**src/rtl/a_loader_pkg.sv**
```systemverilog
// Shared definitions for the A-matrix loader: FSM state encoding, default
// geometry, and helpers for beat/stream lengths.
package a_loader_pkg;

  typedef enum logic [1:0] {
    LOAD,
    STREAM,
    DONE
  } state_e;

  localparam int unsigned DEF_BITS_AB = 8;
  localparam int unsigned DEF_DIM     = 8;
  localparam int unsigned DEF_LANES   = 2;

  // Number of enabled shift cycles needed to push a DIM x DIM matrix through
  // the systolic array.
  function automatic int unsigned stream_len(input int unsigned dim);
    return 3 * dim - 2;
  endfunction

  // Number of input beats that make up one row.
  function automatic int unsigned beats_per_row(input int unsigned dim, input int unsigned lanes);
    return dim / lanes;
  endfunction

endpackage

```
**src/rtl/a_row_packer.sv**
```systemverilog
// Assembles LANES-wide input beats into a full DIM-element row. The finished
// row is latched into the output register on the last beat so it stays stable
// while the next row is being gathered.
module a_row_packer
  import a_loader_pkg::*;
#(
  parameter int unsigned BITS_AB = DEF_BITS_AB,
  parameter int unsigned DIM     = DEF_DIM,
  parameter int unsigned LANES   = DEF_LANES
) (
  input  logic                     clk_i,
  input  logic                     rst_i,
  input  logic                     take_i,
  input  logic [LANES*BITS_AB-1:0] data_i,
  output logic                     last_o,
  output logic [DIM*BITS_AB-1:0]   row_o
);

  localparam int unsigned BEATS = beats_per_row(DIM, LANES);
  localparam int unsigned BW    = (BEATS > 1) ? $clog2(BEATS) : 1;
  localparam int unsigned BEATW = LANES * BITS_AB;

  logic [BW-1:0]          beat_q, beat_d;
  logic [DIM*BITS_AB-1:0] asm_q, asm_d;
  logic [DIM*BITS_AB-1:0] row_q, row_d;

  // Merge the incoming beat into its slot and advance the beat counter.
  always_comb begin
    asm_d  = asm_q;
    beat_d = beat_q;
    row_d  = row_q;
    last_o = (beat_q == BW'(BEATS - 1));
    if (take_i) begin
      asm_d[int'(beat_q)*BEATW +: BEATW] = data_i;
      if (last_o) begin
        beat_d = '0;
        row_d  = asm_d;
      end else begin
        beat_d = beat_q + 1'b1;
      end
    end
  end

  // Assembly, beat counter and output row registers.
  always_ff @(posedge clk_i) begin
    if (rst_i) begin
      beat_q <= '0;
      asm_q  <= '0;
      row_q  <= '0;
    end else begin
      beat_q <= beat_d;
      asm_q  <= asm_d;
      row_q  <= row_d;
    end
  end

  assign row_o = row_q;

endmodule

```
**src/rtl/a_loader.sv**
```systemverilog
// A-matrix loader: collects DIM rows of DIM signed elements from a LANES-wide
// valid/ready beat stream, writes each row to memA, then drives 3*DIM-2
// enabled shift cycles (held off by stall) and pulses done.
// Optional feature macro: A_LOADER_STALL_CNT_EN adds a 16-bit stall_cnt output.
module a_loader
  import a_loader_pkg::*;
#(
  parameter int unsigned BITS_AB = DEF_BITS_AB,
  parameter int unsigned DIM     = DEF_DIM,
  parameter int unsigned LANES   = DEF_LANES,
  localparam int unsigned RW     = (DIM > 1) ? $clog2(DIM) : 1
) (
  input  logic                     clk,
  input  logic                     rst,
  input  logic                     in_valid,
  output logic                     in_ready,
  input  logic [LANES*BITS_AB-1:0] in_data,
  input  logic                     stall,
  output logic [DIM*BITS_AB-1:0]   Ain,
  output logic [RW-1:0]            Arow,
  output logic                     WrEn,
  output logic                     en,
  output logic                     busy,
  output logic                     done
`ifdef A_LOADER_STALL_CNT_EN
  ,
  output logic [15:0]              stall_cnt
`endif
);

  localparam int unsigned SLEN = stream_len(DIM);
  localparam int unsigned CW   = $clog2(SLEN + 1);
  localparam logic [RW-1:0] LAST_ROW = RW'(DIM - 1);

  if (DIM % LANES != 0) begin : g_bad_cfg
    $error("a_loader: DIM must be a multiple of LANES");
  end

  state_e        state_q;
  logic [RW-1:0] row_q;
  logic [RW-1:0] arow_q;
  logic          wren_q;
  logic          in_ready_q;
  logic          done_q;
  logic          taken_q;
  logic [CW-1:0] scnt_q;

  logic take;
  logic last_beat;
  logic enter_stream;

  // Handshake and FSM-derived combinational outputs.
  always_comb begin
    take         = in_valid && in_ready_q;
    enter_stream = (state_q == LOAD) && wren_q && (arow_q == LAST_ROW);
    en           = (state_q == STREAM) && !stall;
    busy         = (state_q != LOAD) || taken_q;
  end

  a_row_packer #(
    .BITS_AB (BITS_AB),
    .DIM     (DIM),
    .LANES   (LANES)
  ) u_packer (
    .clk_i  (clk),
    .rst_i  (rst),
    .take_i (take),
    .data_i (in_data),
    .last_o (last_beat),
    .row_o  (Ain)
  );

  // Load/stream/done sequencing; in_ready drops the moment the final row's
  // last beat lands so the row-write cycle never overlaps a new beat.
  always_ff @(posedge clk) begin
    if (rst) begin
      state_q    <= LOAD;
      row_q      <= '0;
      arow_q     <= '0;
      wren_q     <= 1'b0;
      in_ready_q <= 1'b0;
      done_q     <= 1'b0;
      taken_q    <= 1'b0;
      scnt_q     <= '0;
    end else begin
      wren_q <= 1'b0;
      done_q <= 1'b0;
      unique case (state_q)
        LOAD: begin
          if (enter_stream) begin
            state_q    <= STREAM;
            scnt_q     <= '0;
            in_ready_q <= 1'b0;
          end else if (take && last_beat && (row_q == LAST_ROW)) begin
            in_ready_q <= 1'b0;
          end else begin
            in_ready_q <= 1'b1;
          end
          if (take) begin
            taken_q <= 1'b1;
          end
          if (take && last_beat) begin
            wren_q <= 1'b1;
            arow_q <= row_q;
            row_q  <= (row_q == LAST_ROW) ? '0 : row_q + 1'b1;
          end
        end
        STREAM: begin
          in_ready_q <= 1'b0;
          if (en) begin
            scnt_q <= scnt_q + 1'b1;
            if (scnt_q == CW'(SLEN - 1)) begin
              state_q <= DONE;
              done_q  <= 1'b1;
            end
          end
        end
        DONE: begin
          state_q    <= LOAD;
          in_ready_q <= 1'b1;
          taken_q    <= 1'b0;
          row_q      <= '0;
          scnt_q     <= '0;
        end
        default: begin
          state_q <= LOAD;
        end
      endcase
    end
  end

  assign in_ready = in_ready_q;
  assign Arow     = arow_q;
  assign WrEn     = wren_q;
  assign done     = done_q;

`ifdef A_LOADER_STALL_CNT_EN
  logic [15:0] stall_cnt_q;

  // Saturating count of stalled STREAM cycles, restarted on each STREAM entry.
  always_ff @(posedge clk) begin
    if (rst || enter_stream) begin
      stall_cnt_q <= '0;
    end else if ((state_q == STREAM) && stall && (stall_cnt_q != 16'hFFFF)) begin
      stall_cnt_q <= stall_cnt_q + 16'd1;
    end
  end

  assign stall_cnt = stall_cnt_q;
`endif

endmodule

```
**config.mk**
```make
export PLATFORM = sky130hd
export DESIGN_NAME = a_loader
export DESIGN_NICKNAME = d
export VERILOG_FILES = /design/src/rtl/a_loader_pkg.sv /design/src/rtl/a_row_packer.sv /design/src/rtl/a_loader.sv
export SDC_FILE = /design/constraint.sdc
export NUM_CORES = 1
export LEC_CHECK = 0
export CORE_UTILIZATION = 55
export DETAILED_ROUTE_END_ITERATION = 6
export DONT_BUFFER_PORTS = 1
export GPL_ROUTABILITY_DRIVEN = 0
export GPL_TIMING_DRIVEN = 0
export PLACE_DENSITY = 0.74
export SETUP_SLACK_MARGIN = 0.2
export SLEW_MARGIN = 20
export SYNTH_ARGS = -nofsm -noshare
export SYNTH_HDL_FRONTEND = slang
export SYNTH_SLANG_ARGS = --single-unit
```
**constraint.sdc**
```tcl
create_clock -name clk -period 2.88 [get_ports clk]
set_input_delay 0.432 -clock clk [delete_from_list [all_inputs] [get_ports clk]]
set_output_delay 0.432 -clock clk [all_outputs]
set_load 0.01 [all_outputs]
```
* Word level (Yosys, flattened, before mapping) *
Cells that the tools add are included.

word-level totals
  register bits = 147
  latch bits = 0
  RAM bits = 0
  memory bits (read-only) = 0
  output and inout port bits = 72
  logic and storage cells = 70
  memories = 0

operators by class
  $add $sub $neg = 4
  multipliers = 0
  div/mod/pow operators = 0
  magnitude comparators = 0
  eq/ne operators = 11
  shift operators = 2
  mux-type cells = 19
  bitwise operators = 3
  reductions and logical operators = 20

operator list
  cell                        number
  $bwmux W64                  1
  $shift A16 B34 Y64 const A  1
  $shiftx A16 B34 Y64         1
  $neg A6 Y34                 1
  $pmux W5 S3                 1
  $mux W5                     2
  $mux W2                     4
  $reduce_and A2 Y1           4
  $eq A3 B3 Y1 const B        2
  $logic_and A1 B1 Y1         6
  $mux W3                     2
  $ne A2 B2 Y1 const B        3
  $pmux W3 S2                 1
  $reduce_and A3 Y1           2
  $add A5 B1 Y5 const B       1
  $eq A5 B5 Y1 const B        1
  $mux W1                     5
  $eq A2 B2 Y1 const B        2
  $ne A2 B1 Y1 const B        2
  $pmux W2 S2                 1
  $reduce_bool A2 Y1          2
  $add A3 B1 Y3 const B       1
  $not A1 Y1                  3
  $pmux W1 S3                 1
  other kinds (9)             9

* Logic depth before layout (Yosys ltp) *
Gate-level depths: netlist of the first run.

  word-level depth = 6
  gate-level depth with buffers = 9

* Hierarchy *
From an unflattened synthesis of the first run, not the netlist that was laid out.

unflattened totals
  cells, all modules = 702
  area, all modules = 6346.1 um^2

by module, submodules not included
  module        instances  cells an instance  area each (um^2)
  a_row_packer  1          604                5466.5
  a_loader      1          98                 879.6

* Worst setup path after synthesis of the first run *
Ideal clock, no wire load.

  path type = register -> register
  start point = register u_packer.beat_q[0]
  end point = register u_packer.row_q[41], in the netlist u_packer.row_o[41]
  arrival = 1952 ps
  data required time = 2807 ps
  slack = 854 ps
  stages on the path, launching flop included = 8
  buffers on the path = 1
  cell sequence = dfxtp_1 inv_1 ha_1 or4b_4 nor2_4 buf_6 a221oi_1 nor3_2

between the ends
  cells in the longest elaborated chain, start to end = 3
  elaborated cells on any way between the ends = 6
  those cells by class = 1 x add/sub; 1 x eq/ne; 2 x shift; 1 x mux; 1 x reduce/logical

RTL lines
  item                                                       RTL line            RTL
  start: declaration                                         a_row_packer.sv:23  logic [BW-1:0] beat_q, beat_d;
  start signal: assignment                                   a_row_packer.sv:51  beat_q <= beat_d;
  $neg A6 Y34                                                a_row_packer.sv:34  asm_d[int'(beat_q)*BEATW +: BEATW] = data_i;
  $shiftx A16 B34 Y64 or $shift A16 B34 Y64 (tied branches)  a_row_packer.sv:34
  $bwmux W64                                                 a_row_packer.sv:34
  end signal: assignment                                     a_row_packer.sv:53  row_q <= row_d;
  end: declaration                                           a_row_packer.sv:25  logic [DIM*BITS_AB-1:0] row_q, row_d;

Parallel ways exist; a longest one is shown, timed or not.
A chain may end at the register's enable or synchronous reset.

* Final worst setup path of the first run *
  start point = register u_packer.beat_q[0]
  end point = register u_packer.row_q[48], in the netlist u_packer.row_o[48]

The elaborated chain is that of the path after synthesis.

==> results.cfg, run 1 <==
[run_status]
status = finished clean

[sta]
fin_skew_ns = 0.00681
finalSetupViolCount = 0
relSlewSlack = 0.368
fin_ws_ns = 0.393
rsz0062_at_grt = no
period_share = 0.863
hold_ws_ns = 0.0601
final_hold_viol_count = 0
finalSetupTns_ns = 0
fin_crit_ns = 2.49
fmax_mhz = 402
slew_violations = 0
tightest_slew_ns = 0.941

[worst_setup_path]
critPathKind = reg2reg
cp.required_ns = 3.31
rrSetupSlack_ns = 0.39
cp-start-kind = register
critical_path_arrival_ns = 2.91
cp-end-kind = register
r2r_start = u_packer.beat_q[0]$_SDFFE_PP0P_
rr_endpoint = u_packer.row_o[48]$_SDFFE_PP0N_
reg2reg_depth = 7
cp_max_fo = 10

[routing]
dr.first_iter.drc_count = 585
ant_nets = 0
dr.pass1.iters = 5
via_per_inst = 6.41
detail_route.wl_per_cell_um = 19.4
wirelength_mm = 16.0
vias = 5273
drc = 0

[placed_design]
dp_slack_ns = 0.493
place_inst = 790
hpwl_mm = 11.2
port-buffer-count = 0

[clock_network]
cts_buffers = 17
ctsHoldBuffers = 0
clock_sinks = 147
root_buffer = clkbuf_8
clock_path_buffers = 2
cts.clk_slew.worst_paths_ns = 0.06
cts_max_level = 4
post-cts-setup-buffers = 0
cts_resized = 0
worstSkewPairLatency_ns = 0.52
cts_tree = yes

[power]
p_leak_uw = 0.00240
p_sw_uw = 1030
intPower_uw = 3200
combPwrFrac = 0.047
power_density_nw_per_um2 = 631
vdd_drop_max_mv = 0.378
seqPwrFrac = 0.488
power.total_uw = 4230
swShare = 0.244
clockPowerShare = 0.465

[layout]
final_cells = 822
final_common_cell = dfxtp_1
nets = 708
antenna_cells = 0
drive_above_1_share = 0.112
area_delta_synth_final_pct = 11.7
final_cell_mix = 147 x dfxtp_1, 137 x nor2_1, 64 x nor3_1
n_fill_cell = 864

[logic_synthesis]
avgSynthCellArea_um2 = 9.17
synthCells = 654
synth_mux_area_frac = 0.00334
yosys_register_bits = 147
yosysWarningCount = 0
synth_top_family_by_area = compound AO/OA/AOI/OAI gates
netlist_area_um2 = 6000
synth-compound-area-share = 0.217
synth-simple-area-share = 0.203
synth_nets = 689
synth_xor_xnor_area_share = 0
synth_fa_ha_area_frac = 0.0313
ys_seq_area_frac = 0.491
synth.distinct_cells = 41

[global_routing]
grt_antenna_before_repair = 0
grt_pass1_wl_mm = 25.6
grt_pass1_vias = 5027
grt_max_degree = 17
grt_usage = 0.292
grt_overflow_total = 0

[hold_path]
hold_path_class = in2reg
worstHoldEndpoint = u_packer.asm_q[40]$_SDFFE_PP0P_
min_from = in_data[8]
hold_depth = 2

[die]
chipHeight_um = 106
num_rows = 37
die_area_um2 = 11300
coreArea_um2 = 10500
dieWidth_um = 106
ios = 92
initial_core_util = 0.573

[job]
drv_cap = 0
per-stage QoR:
step | util | area [um2]
after floorplan | - | 6000
after global placement | 0.589 | 6170
after detailed placement | 0.589 | 6170
after CTS | 0.640 | 6700
after global routing | 0.640 | 6700
final | 0.640 | 6700
per-layer routing:
layer / wire length (um) / vias up / track usage / part of all wire
met1: 6950 / 2588 / 0.388 / 0.44
li1: - / 2435 / - / -
met2: 7540 / 218 / 0.462 / 0.47
met4: 334 / 0 / 0.112 / 0.021
met3: 1140 / 32 / 0.0644 / 0.072
met5: 0 / - / 0 / 0
state kept, by name (all words and copies together) (netlist names):
name and count:
u_packer.asm_q 64, u_packer.row_o 64, scnt_q 5, Arow 3, row_q 3, state_q 2, u_packer.beat_q 2, WrEn 1
done 1, in_ready 1, taken_q 1
worst max-delay path, cell delays in order (launching register included):
cell	delay (ns)
dfxtp_1	0.50
ha_1	0.28
and3_1	0.18
clkbuf_1	0.29
buf_2	0.34
clkbuf_1	0.53
nor2_1	0.10
nor3_1	0.18
logic make-up after synthesis:
kind of cell | count (synthesis)
and+or+nand+nor | 258
AOI/OAI and AO/OA | 154
DFF | 147
buffers and inverters | 78
adders and majority gates | 15
muxes | 2
cell usage after synthesis (all sizes together):
master | number | area (um2)
nor2b | 3 | 18.8
a21boi | 2 | 15.0
ha | 15 | 188
nor3 | 67 | 357
and2 | 5 | 31.3
a2111oi | 1 | 8.76
nor2 | 138 | 526
a31oi | 4 | 25.0
a21oi | 10 | 50.1
o21ai | 4 | 20.0
buf | 23 | 125
and4b | 1 | 10.0
dfxtp | 147 | 2940
a221oi | 65 | 619
mux2i | 2 | 20.0
nor4bb | 1 | 10.0
a22oi | 66 | 546
inv | 13 | 48.8
and3 | 1 | 6.26
nand2 | 16 | 60.1
nand4 | 2 | 12.5
a21o | 1 | 7.51
nand3 | 7 | 35.0
or4 | 4 | 30.0
a211oi | 1 | 7.51
or4b | 1 | 13.8
and4bb | 2 | 25.0
nand2b | 4 | 25.0
nand4b | 2 | 17.5
nor4 | 2 | 18.8
clkbuf | 42 | 158
nor3b | 2 | 20.0
cell type report:
type	count	area, um2	share of cell area
clock inverters	12	83.8	0.0125
well taps	136	170	0.0254
multi-input cells	429	2720	0.407
plain buffers	65	283	0.0422
flip-flops and latches	147	2940	0.439
inverters	13	48.8	0.00729
clock buffers	20	445	0.0665
power by group through the flow:
| stage | Combinational (uW) | Clock, uW | Sequential, uW |
|---|---|---|---|
| 5_1_grt | 215 | 2070 | 2060 |
| 3_5_place_dp | 195 | 0 | 2110 |
| 2_1_floorplan | 138 | 0 | 2100 |
| 3_3_place_gp | 188 | 0 | 2110 |
| 6_report | 201 | 1960 | 2060 |
| 4_1_cts | 197 | 1970 | 2060 |
worst max-delay path by stage:
stage / start / endpoint / slack [ns] / cells after the start
3_5_place_dp: u_packer.beat_q[0]$_SDFFE_PP0P_ / u_packer.row_o[48]$_SDFFE_PP0N_ / 0.49 / 7
3_3_place_gp: u_packer.beat_q[0]$_SDFFE_PP0P_ / u_packer.row_o[55]$_SDFFE_PP0N_ / 0.50 / 7
4_1_cts: u_packer.beat_q[0]$_SDFFE_PP0P_ / u_packer.row_o[48]$_SDFFE_PP0N_ / 0.41 / 7
5_1_grt: u_packer.beat_q[0]$_SDFFE_PP0P_ / u_packer.row_o[49]$_SDFFE_PP0N_ / 0.20 / 7
2_1_floorplan: u_packer.beat_q[0]$_SDFFE_PP0P_ / u_packer.row_o[41]$_SDFFE_PP0N_ / 0.85 / 7
6_report: u_packer.beat_q[0]$_SDFFE_PP0P_ / u_packer.row_o[48]$_SDFFE_PP0N_ / 0.39 / 7
(Power assumes the default switching activity.)
==> inputs of run 2 (changes only) <==
CORE_UTILIZATION = 50   (was 55)
PLACE_DENSITY = 0.69   (was 0.74)
==> run 2 against run 1 <==
Compared with the run above:
- the flow now finishes with violations (DRC)
- clock skew is 0.0010 ns higher
- highest routed layer unchanged
- sequential cell count stayed put
- combinational power hardly changed
- first-iteration DRC count is 19% lower
- critical path depth is 1 lower
- final cell count is 0.73% higher
- clock power is 23% higher
- largest power group is now clock
- critical endpoint is now u_packer.asm_q[29]$_SDFFE_PP0P_
- setup slack better by 0.032 ns
- maximum frequency is 1.3% higher
==> results.cfg, run 2 (synthesis gave the netlist of run 1 again) <==
[die]
coreArea_um2 = 11600
die_area_um2 = 12400
chipHeight_um = 112
ios = 92
dieWidth_um = 112
initial_core_util = 0.519
num_rows = 39

[routing]
dr.pass1.iters = 7
vias = 5201
drc = 7
detail_route.wl_per_cell_um = 19.3
wirelength_mm = 16.0
dr.first_iter.drc_count = 476
ant_nets = 0
via_per_inst = 6.28

[sta]
fmax_mhz = 407
rsz0062_at_grt = no
relSlewSlack = 0.349
fin_skew_ns = 0.00784
slew_violations = 0
finalSetupTns_ns = 0
final_hold_viol_count = 0
tightest_slew_ns = 0.968
fin_crit_ns = 2.45
period_share = 0.852
finalSetupViolCount = 0

[layout]
final_common_cell = dfxtp_1
n_fill_cell = 1018
multi_input_area_um2 = 2720
final_cell_mix = 147 x dfxtp_1, 137 x nor2_1, 64 x nor3_1
regArea_um2 = 2940
drive_above_1_share = 0.112
antenna_cells = 0
area_delta_synth_final_pct = 13.8
nets = 708

[placed_design]
port-buffer-count = 0
hpwl_mm = 11.3

[worst_setup_path]
cp_max_fo = 10
cp.required_ns = 3.24
slowest_delay_ns = 0.87
critical_path_arrival_ns = 2.81
worst-path-buf-inv = 2
r2r_start = u_packer.beat_q[0]$_SDFFE_PP0P_
crit_path_start = u_packer.beat_q[0]$_SDFFE_PP0P_
cp-start-kind = register
critPathSlowestCell = nor4_2
path_cells = inv_1, ha_1, inv_1, nor4_2, a22oi_1, nor2_1
cp-end-kind = register
crit_family = simple AND/OR/NAND/NOR gates
critPathKind = reg2reg
cp_common_cell = inv_1

[power]
power_density_nw_per_um2 = 686
swShare = 0.221
combPwrFrac = 0.043
vdd_drop_max_mv = 0.352
p_leak_uw = 0.00246
clockPowerShare = 0.516
power.total_uw = 4680
seqPwrFrac = 0.441
intPower_uw = 3650
p_sw_uw = 1030

[clock_network]
clock_path_buffers = 2
cts.clk_slew.worst_paths_ns = 0.06
clock_sinks = 147
post-cts-setup-buffers = 0
cts_tree = yes
cts_resized = 0
ctsHoldBuffers = 0
cts_buffers = 17
cts_max_level = 4
root_buffer = clkbuf_16
worstSkewPairLatency_ns = 0.42

[run_status]
violations = DRC
status = finished, violations left

[global_routing]
grt_usage = 0.266
grt_pass1_wl_mm = 25.8
grt_pass1_vias = 4993
grt_antenna_before_repair = 0
grt_max_degree = 17
grt_overflow_total = 0

[hold_path]
hold_path_class = in2reg
min_from = in_data[8]

[job]
drv_cap = 0
[run 2: path summary, 6_finish.rpt]
path	to	slack, ns	cells past startpoint
max	u_packer.asm_q[29]$_SDFFE_PP0P_	0.43	6
min	u_packer.asm_q[40]$_SDFFE_PP0P_	0.16	2
max reg2reg	u_packer.asm_q[29]$_SDFFE_PP0P_	0.43	6
min reg2reg	taken_q$_SDFFE_PP0P_	0.48	2
[run 2: metal layers]
metal	up-vias	wire length, um	track usage
met5	-	0	0
met4	0	369	0.107
met3	29	1060	0.0708
met2	190	7420	0.420
met1	2553	7160	0.345
li1	2429	-	-
[run 2: stage by stage]
stage | setup slack, ns | util | area, um2 | hold slack [ns] | std cells
floorplan | 0.854 | - | 6000 | 0.448 | 654
global placement | 0.559 | 0.534 | 6180 | 0.469 | 797
detailed placement | 0.481 | 0.534 | 6180 | 0.476 | 797
CTS | 0.457 | 0.590 | 6820 | 0.157 | 828
global route | 0.222 | 0.590 | 6820 | 0.187 | 828
finish | 0.426 | 0.590 | 6820 | 0.160 | 828
[run 2: final cells by class]
| type | instances | area share |
|---|---|---|
| Buffer | 65 | 0.0414 |
| Sequential cell | 147 | 0.431 |
| Inverter | 13 | 0.00715 |
| Clock buffer | 18 | 0.0644 |
| Multi-Input combinational cell | 429 | 0.399 |
| Clock inverter | 13 | 0.0306 |
| Tap cell | 143 | 0.0262 |
[run 2: power groups by stage]
stage / Combinational [uW] / Clock [uW] / Sequential (uW)
2_1_floorplan: 138 / 0 / 2100
3_3_place_gp: 190 / 0 / 2110
3_5_place_dp: 196 / 0 / 2110
4_1_cts: 197 / 2430 / 2060
5_1_grt: 218 / 2530 / 2060
6_report: 201 / 2420 / 2060
[run 2: worst register-to-register path: stages, from the launching register on]
cell,delay (ns)
dfxtp_1,0.51
inv_1,0.16
ha_1,0.39
inv_1,0.15
nor4_2,0.87
a22oi_1,0.16
nor2_1,0.14
==> inputs of run 3 (changes only) <==
CORE_MARGIN = 2   (was unset)
==> run 3 against run 2 <==
Compared with the run above:
- the flow now finishes without violations
- global-route usage down 1.2 points
- utilization down 0.28 points
- register-to-register slack worse by 0.02 ns
- setup slack worse by 0.021 ns
- critical path depth unchanged
- non-clock buffer count unchanged
- clock power down 5%
- routed wire length up 0.32%
- critical endpoint is now u_packer.asm_q[28]$_SDFFE_PP0P_
- largest power group unchanged
==> results.cfg, run 3 (synthesis gave the netlist of run 1 again) <==
[run_status]
status = finished clean

[clock_network]
worstSkewPairLatency_ns = 0.43
ctsHoldBuffers = 0
cts.clk_slew.worst_paths_ns = 0.07
cts_max_level = 4
post-cts-setup-buffers = 0
cts_resized = 0
clock_path_buffers = 2
clock_sinks = 147
cts_tree = yes
root_buffer = clkbuf_16
cts_buffers = 17

[global_routing]
met2_usage = 0.398
grt_antenna_before_repair = 0
met1_usage = 0.343
grt_usage = 0.253
grt_pass1_wl_mm = 25.4
grt_overflow_total = 0
grt_max_degree = 17
grt_util_met3 = 0.0648
grt_pass1_vias = 4975
gr-max-usage-layer = met2

[worst_setup_path]
worst-path-stages = 6
cp_max_fo = 10
crit_path_start = u_packer.beat_q[0]$_SDFFE_PP0P_
cp_common_cell = inv_1
critPathKind = reg2reg
critical_path_arrival_ns = 2.83
critPathSlowestCell = nor4_2
path_cells = inv_1, ha_1, inv_1, nor4_2, a22oi_1, nor2_1
cp-start-kind = register
crit_family = simple AND/OR/NAND/NOR gates
cp-end-kind = register
reg2reg_depth = 6
slowest_delay_ns = 0.87
rrSetupSlack_ns = 0.40
cp.required_ns = 3.24
worst-path-buf-inv = 2
rr_endpoint = u_packer.asm_q[28]$_SDFFE_PP0P_
crit_path_end = u_packer.asm_q[28]$_SDFFE_PP0P_
r2r_start = u_packer.beat_q[0]$_SDFFE_PP0P_

[placed_design]
place_inst = 797
hpwl_mm = 11.4
port-buffer-count = 0
placed_cell_area_um2 = 6180

[layout]
final_cells = 829
nets = 708
area_delta_synth_final_pct = 13.2
antenna_cells = 0
drive_above_1_share = 0.114
fin_area_um2 = 6790
final_cell_mix = 147 x dfxtp_1, 137 x nor2_1, 64 x nor3_1
final_common_cell = dfxtp_1

[sta]
period_share = 0.859
finalSetupViolCount = 0
slew_violations = 0
rsz0062_at_grt = no
final_hold_viol_count = 0
fin_crit_ns = 2.48
hold_ws_ns = 0.170
relSlewSlack = 0.354
finalSetupTns_ns = 0
fin_skew_ns = 0.0115
fmax_mhz = 404
tightest_slew_ns = 0.961

[routing]
ant_nets = 0
via_per_inst = 6.26
detail_route.wl_per_cell_um = 19.4
dr.first_iter.drc_count = 493
wirelength_mm = 16.1
vias = 5191
drc = 0
dr.pass1.iters = 7

[die]
die_area_um2 = 12900
initial_core_util = 0.519
coreArea_um2 = 11600
chipHeight_um = 114
num_rows = 39
dieWidth_um = 114
ios = 92

[hold_path]
hold_path_class = in2reg
min_from = in_data[8]

[power]
p_leak_uw = 0.00245
power_density_nw_per_um2 = 670
vdd_drop_max_mv = 0.346
power.total_uw = 4550

[job]
drv_cap = 0
## run 3: cell count changes in the layout (fill, tap and decap cells not counted)
| cell | previous run | this run |
|---|---|---|
| clkinvlp_4 | 3 | 1 |
| clkbuf_8 | 1 | 2 |
| inv_6 | 0 | 5 |
| clkinv_2 | 2 | 0 |
| bufinv_16 | 5 | 2 |
| inv_8 | 0 | 3 |
| clkinv_4 | 3 | 2 |
## run 3: cell type report
type	count	area, um2
clock buffer	19	453
sequential	147	2940
tap	143	179
clock inverter	13	163
fill	994	4770
buffer	65	283
multi-input combinational	429	2720
inverter	13	48.8
## run 3: routing by layer
metal / routed length [um] / share of wire
met5: 0 / 0
met1: 7240 / 0.45
met4: 280 / 0.017
met3: 1060 / 0.066
met2: 7490 / 0.47
## run 3: stage by stage
step           worst slack [ns]   util
6_report                  0.405  0.587
2_1_floorplan             0.854      -
3_3_place_gp              0.518  0.534
4_1_cts                   0.458  0.587
5_1_grt                   0.229  0.587
3_5_place_dp              0.436  0.534
## run 3: worst register-to-register path: cells and delay by family (launching register included)
family / cells / cell delay [ns]
AOI/OAI and AO/OA: 1 / 0.18
adders and majority gates: 1 / 0.38
DFF: 1 / 0.51
and+or+nand+nor: 2 / 1.02
buffers and inverters: 2 / 0.32
## run 3: power breakdown
group | internal, uW | total, uW | switching, uW
Clock | 1360 | 2290 | 932
Combinational | 46.7 | 201 | 155
Sequential | 2050 | 2060 | 14.0
## run 3: worst min-delay path by stage
stage | endpoint | cells past startpoint
final | u_packer.asm_q[40]$_SDFFE_PP0P_ | 2
after global routing | u_packer.asm_q[40]$_SDFFE_PP0P_ | 2
after CTS | u_packer.asm_q[40]$_SDFFE_PP0P_ | 2
after detailed placement | taken_q$_SDFFE_PP0P_ | 2
after global placement | taken_q$_SDFFE_PP0P_ | 2
after floorplan | taken_q$_SDFFE_PP0P_ | 2
